===== src/rtl/lc4_mem_arbiter.sv =====
// rtl/lc4_mem_arbiter.sv - fetch/data arbiter in front of a shared single-port memory
//
// Two requesters share one memory port.  Data requests normally win, but a
// starvation counter lets the fetch port in after STARVE_MAX consecutive data
// grants that were made while fetch was waiting.  Every transaction runs
// IDLE -> RD/WR -> ACK -> IDLE.  Address, write data and requester are latched
// at the grant edge, so requester changes after that point are ignored.
//
// Parameters
//   WORD_SIZE  : data word width (>= 16, fetch uses the low 16 bits)
//   LATENCY    : memory read latency in cycles, 1..7
//   STARVE_MAX : data grants allowed while fetch waits, 1..15
//
// Ports
//   clk, rst                       : clock, asynchronous active-low reset
//   i_fetch_req/addr               : fetch request and address
//   o_fetch_ack/insn               : fetch completion pulse and instruction
//   i_data_req/we/addr/wdata       : data request, write flag, address, data
//   o_data_ack/rdata               : data completion pulse and read data
//   o_mem_re/we/addr/wdata         : memory strobe, address and write data
//   i_mem_rdata                    : memory read data
//   o_stall                        : 1 while fetch is requested but not acked

module lc4_mem_arbiter #(
    parameter int WORD_SIZE  = 64,
    parameter int LATENCY    = 2,
    parameter int STARVE_MAX = 4
) (
    input  logic                 clk,
    input  logic                 rst,

    input  logic                 i_fetch_req,
    input  logic [15:0]          i_fetch_addr,
    output logic                 o_fetch_ack,
    output logic [15:0]          o_fetch_insn,

    input  logic                 i_data_req,
    input  logic                 i_data_we,
    input  logic [15:0]          i_data_addr,
    input  logic [WORD_SIZE-1:0] i_data_wdata,
    output logic                 o_data_ack,
    output logic [WORD_SIZE-1:0] o_data_rdata,

    output logic                 o_mem_re,
    output logic                 o_mem_we,
    output logic [15:0]          o_mem_addr,
    output logic [WORD_SIZE-1:0] o_mem_wdata,
    input  logic [WORD_SIZE-1:0] i_mem_rdata,

    output logic [1:0]           o_stall
);

    localparam logic [2:0] LAT_LAST   = 3'(LATENCY);
    localparam logic [3:0] STARVE_LIM = 4'(STARVE_MAX);

    typedef enum logic [1:0] {
        IDLE = 2'd0,
        RD   = 2'd1,
        WR   = 2'd2,
        ACK  = 2'd3
    } state_t;

    state_t                 state_q,       state_d;
    logic [2:0]             lat_cnt_q,     lat_cnt_d;
    logic [3:0]             starve_q,      starve_d;
    logic                   gnt_fetch_q,   gnt_fetch_d;
    logic [15:0]            addr_q,        addr_d;
    logic [WORD_SIZE-1:0]   wdata_q,       wdata_d;
    logic [15:0]            fetch_insn_q,  fetch_insn_d;
    logic [WORD_SIZE-1:0]   data_rdata_q,  data_rdata_d;

    logic fetch_wins;

    always_ff @(posedge clk or negedge rst) begin
        if (!rst) begin
            state_q      <= IDLE;
            lat_cnt_q    <= '0;
            starve_q     <= '0;
            gnt_fetch_q  <= 1'b0;
            addr_q       <= '0;
            wdata_q      <= '0;
            fetch_insn_q <= '0;
            data_rdata_q <= '0;
        end else begin
            state_q      <= state_d;
            lat_cnt_q    <= lat_cnt_d;
            starve_q     <= starve_d;
            gnt_fetch_q  <= gnt_fetch_d;
            addr_q       <= addr_d;
            wdata_q      <= wdata_d;
            fetch_insn_q <= fetch_insn_d;
            data_rdata_q <= data_rdata_d;
        end
    end

    always_comb begin
        state_d      = state_q;
        lat_cnt_d    = lat_cnt_q;
        starve_d     = starve_q;
        gnt_fetch_d  = gnt_fetch_q;
        addr_d       = addr_q;
        wdata_d      = wdata_q;
        fetch_insn_d = fetch_insn_q;
        data_rdata_d = data_rdata_q;

        // Fetch takes the port when it is alone or has been passed over
        // STARVE_MAX times in a row.
        fetch_wins = i_fetch_req && (!i_data_req || (starve_q == STARVE_LIM));

        unique case (state_q)
            IDLE: begin
                if (i_fetch_req || i_data_req) begin
                    lat_cnt_d = '0;
                    if (fetch_wins) begin
                        gnt_fetch_d = 1'b1;
                        addr_d      = i_fetch_addr;
                        wdata_d     = '0;
                        starve_d    = '0;
                        state_d     = RD;
                    end else begin
                        gnt_fetch_d = 1'b0;
                        addr_d      = i_data_addr;
                        wdata_d     = i_data_we ? i_data_wdata : '0;
                        state_d     = i_data_we ? WR : RD;
                        // Only grants that kept fetch waiting count as starvation.
                        if (i_fetch_req && (starve_q != STARVE_LIM)) begin
                            starve_d = starve_q + 4'd1;
                        end
                    end
                end
            end
            RD: begin
                // lat_cnt 0 is the strobe cycle; data is valid in cycle LATENCY.
                if (lat_cnt_q == LAT_LAST) begin
                    state_d = ACK;
                    if (gnt_fetch_q) begin
                        fetch_insn_d = i_mem_rdata[15:0];
                    end else begin
                        data_rdata_d = i_mem_rdata;
                    end
                end else begin
                    lat_cnt_d = lat_cnt_q + 3'd1;
                end
            end
            WR: begin
                state_d = ACK;
            end
            ACK: begin
                state_d = IDLE;
            end
            default: begin
                state_d = IDLE;
            end
        endcase
    end

    assign o_mem_re     = (state_q == RD) && (lat_cnt_q == 3'd0);
    assign o_mem_we     = (state_q == WR);
    assign o_mem_addr   = (o_mem_re || o_mem_we) ? addr_q : 16'h0000;
    assign o_mem_wdata  = o_mem_we ? wdata_q : '0;

    assign o_fetch_ack  = (state_q == ACK) &&  gnt_fetch_q;
    assign o_data_ack   = (state_q == ACK) && !gnt_fetch_q;
    assign o_fetch_insn = fetch_insn_q;
    assign o_data_rdata = data_rdata_q;

    // Gated by rst so every output reads 0 while reset is held.
    assign o_stall      = {1'b0, rst & i_fetch_req & ~o_fetch_ack};

endmodule


===== config.mk =====
export PLATFORM = sky130hd
export DESIGN_NAME = lc4_mem_arbiter
export DESIGN_NICKNAME = d
export VERILOG_FILES = /design/src/rtl/lc4_mem_arbiter.sv
export SDC_FILE = /design/constraint.sdc
export NUM_CORES = 1
export LEC_CHECK = 0
export CAP_MARGIN = 20
export CORE_MARGIN = 4
export CORE_UTILIZATION = 43
export CTS_CLUSTER_SIZE = 14
export DETAILED_ROUTE_END_ITERATION = 12
export PLACE_DENSITY = 0.81
export SYNTH_ARGS = -nofsm -noshare
export SYNTH_HDL_FRONTEND = slang
export SYNTH_SLANG_ARGS = --single-unit

===== constraint.sdc =====
create_clock -name clk -period 2.55 [get_ports clk]
set_input_delay 0.3825 -clock clk [delete_from_list [all_inputs] [get_ports clk]]
set_output_delay 0.3825 -clock clk [all_outputs]
set_load 0.02 [all_outputs]

==> impl_metrics.ini <==
[yosys]
synthMuxAreaShare = 0.1498
yosys_register_bits = 170
syn_area_sq_um = 7869
synthXorXnorAreaFrac = 0
synth_nets = 881
synth_edf_count = 0
ys_top_cells_by_count = dfrtp_1, nand2_1, o21ai_0
yosys.area.top_type = dfrtp_1
synth_warnings = 0
yosysTopAreaCellShare = 0.5406
synth_most_common_cell = dfrtp_1
synth_simple_gate_area_frac = 0.1711
synthFlopType = dfrtp_1
synth_top_family_by_area = simple AND/OR/NAND/NOR gates
synthCells = 706
yosys-top-cells-area = dfrtp_1, mux2_4, nand2_1, o21ai_0, and2_1
syn_area_per_cell_sq_um = 11.15
synthDistinctLibCells = 44
synthAdderAreaFrac = 0.01590
async_flop_share = 1.000
synth_compound_area_frac = 0.07537
synth.yosys.seq_area_share = 0.5406

[pwr]
p_leak_uw = 0.005489
max-vdd-ir-drop_v = 0.0007268
cellPowerDensity_nw_per_um2 = 1128

[route]
ant_nets = 0
drtIter0Drc = 285
drt-pass1-iter-count = 4
wirelength_um = 23390
routedWlPerCell_um = 18.41
via_count = 6416
drc = 0
viasPerCell = 5.048

[finish]
nNetsFinal = 1203
drive_gt1_frac = 0.1479
syn_to_final_growth_pct = 51.61
stdcell_area_sq_um = 11930
fill_cells = 1392

[floorplan]
die_h_um = 143.3
core_area_sq_um = 17960
pin_count = 331
num_rows = 49
fp.dieArea_sq_um = 20530
initial_core_util = 0.4380
die_x_um = 143.3

[clocking]
clkSinkCount = 170
clockBufferDepth = 2
clock_latency_ns = 0.42
clk_pin_slew_ns = 0.07
htree_levels = 4
tritoncts = done
hold_buffers = 0
cts_root_buffer = clkbuf_16
numCtsBuffers = 17

[timing]
relSlewSlack = 0.3992
fin_ws_ns = 0.1032
fin_crit_sh = 0.9595
setup_violations = 0
max_freq_ghz = 0.4087
hold_viol = 0
drv_slew = 0
post-route-min-period_ns = 2.447
clock_skew_ns = 0.008396
worst_pin_slew_ns = 0.9012

[setup_path]
path_class = reg2out
path_max_fanout = 30
critPathRequiredTime_ns = 2.17
cp_cell_sequence = inv_1 -> ha_4 -> bufbuf_16 -> and2_1 -> dlygate4sd2_1
worst_path_max_delay_cell = dfrtp_1
crit_family = buffers and inverters
crit_buf_inv = 3
crit_path_start_kind = flip-flop
cp-end-kind = output port
crit_arrival_ns = 2.06
cp_slowest_stage_delay_ns = 0.41

[outcome]
status = completed

[grt]
gr-usage-all-layers = 0.2213
antenna_found_initial = 3
grt_pass1_vias = 6581
grt_max_degree = 72
overflow = 0
grt_pass1_wl_um = 35550

[place]
postPlaceCellArea_sq_um = 11380
place_congestion = 0.8233
preCtsSetupSlack_ns = 0.2659
io_buffers = 329
hpwl_um = 16700

[job]
maxCapViolCount = 0

[min_path]
hold_class = in2async
==> power by group <==
group          internal [uW]  switching (uW)  leakage, uW  total, uW
Sequential              3870             679      0.00215       4550
Clock                   1500            1200     0.000297       2700
Combinational           3080            3120      0.00304       6200
Total                   8450            5000      0.00549      13500
==> final cells by class <==
class	instances	area [sq um]	share of cell area
sequential	170	4254	0.3566
clock buffer	18	429.2	0.03597
clock inverter	14	181.4	0.01521
multi-input combinational	479	3278	0.2748
tap	229	286.5	0.02402
timing repair buffer	352	3468	0.2907
inverter	8	30.03	0.002517
antenna	1	2.502	0.0002098
==> logic make-up (layout without fill, tap and decap cells) <==
logic type | Yosys count | in the layout
muxes | 85 | 85
DFF | 170 | 170
and+or+nand+nor | 273 | 273
adders and majority gates | 10 | 10
AOI/OAI and AO/OA | 110 | 110
buffers and inverters | 57 | 392
other | 1 | 2
==> per-layer routing <==
metal	vias to the layer above	share of wire	wire length (um)	global-route usage
met5	-	0.0012	27	0
met2	271	0.49	11470	0.3835
li1	2992	-	-	-
met3	35	0.096	2246	0.08205
met4	4	0.022	514	0.06888
met1	3114	0.39	9139	0.2559
==> what timing repair did <==
item / CTS / global route
gates resized for setup: 88 / 6
buffers inserted: 0 / 1
setup endpoints to repair: 77 / 14
gates cloned: 1 / 0
==> flip-flops by register name (all words and copies together) (netlist names) <==
register / cells
wdata_q: 64
lat_cnt_q: 3
gnt_fetch_q: 1
o_data_rdata: 64
starve_q: 4
o_fetch_insn: 16
state_q: 2
addr_q: 16
==> cells in the final DEF (no fill, tap or decap), types with 2 or more instances in the layout <==
master	count
nand2b_1	2
bufinv_16	2
buf_12	7
and2b_1	8
dlygate4sd2_1	69
dfrtp_1	170
clkdlybuf4s50_1	251
nand2_1	138
ha_1	9
nor2_1	19
clkbuf_2	6
inv_1	8
and2_1	66
mux2_4	60
o21ai_0	85
buf_6	2
mux2_2	22
nor2b_1	10
clkbuf_16	17
buf_4	14
clkinv_4	2
a31oi_1	16
mux2i_1	3
inv_8	4
nand3_1	17
inv_6	4
==> final timing paths <==
kind | startpoint | to | slack, ns | depth (start not counted)
worst max register to register | state_q[1] | o_data_rdata[39] | 0.42 | 8
max in group asynchronous | rst | o_data_rdata[63] | 1.33 | 3
worst min register to register | wdata_q[57] | wdata_q[57] | 0.47 | 2
worst min-delay path | rst | wdata_q[38] | 0.11 | 2
min in group clk | wdata_q[57] | wdata_q[57] | 0.47 | 2
worst max-delay path | state_q[0] | o_mem_wdata[22] | 0.10 | 5
==> stage by stage <==
stage	setup TNS (ns)	hold WS, ns	utilization	total power [uW]	cells
2_1_floorplan	0	0.08691	-	7980	706
3_5_place_dp	0	0.4620	0.6334	10960	1236
6_report	0	0.1125	0.6641	13450	1271
3_3_place_gp	0	0.4533	0.6334	10790	1236
5_1_grt	-0.003201	0.1655	0.6641	14220	1271
4_1_cts	0	0.1398	0.6653	13620	1269
(Power assumes the default switching activity.)
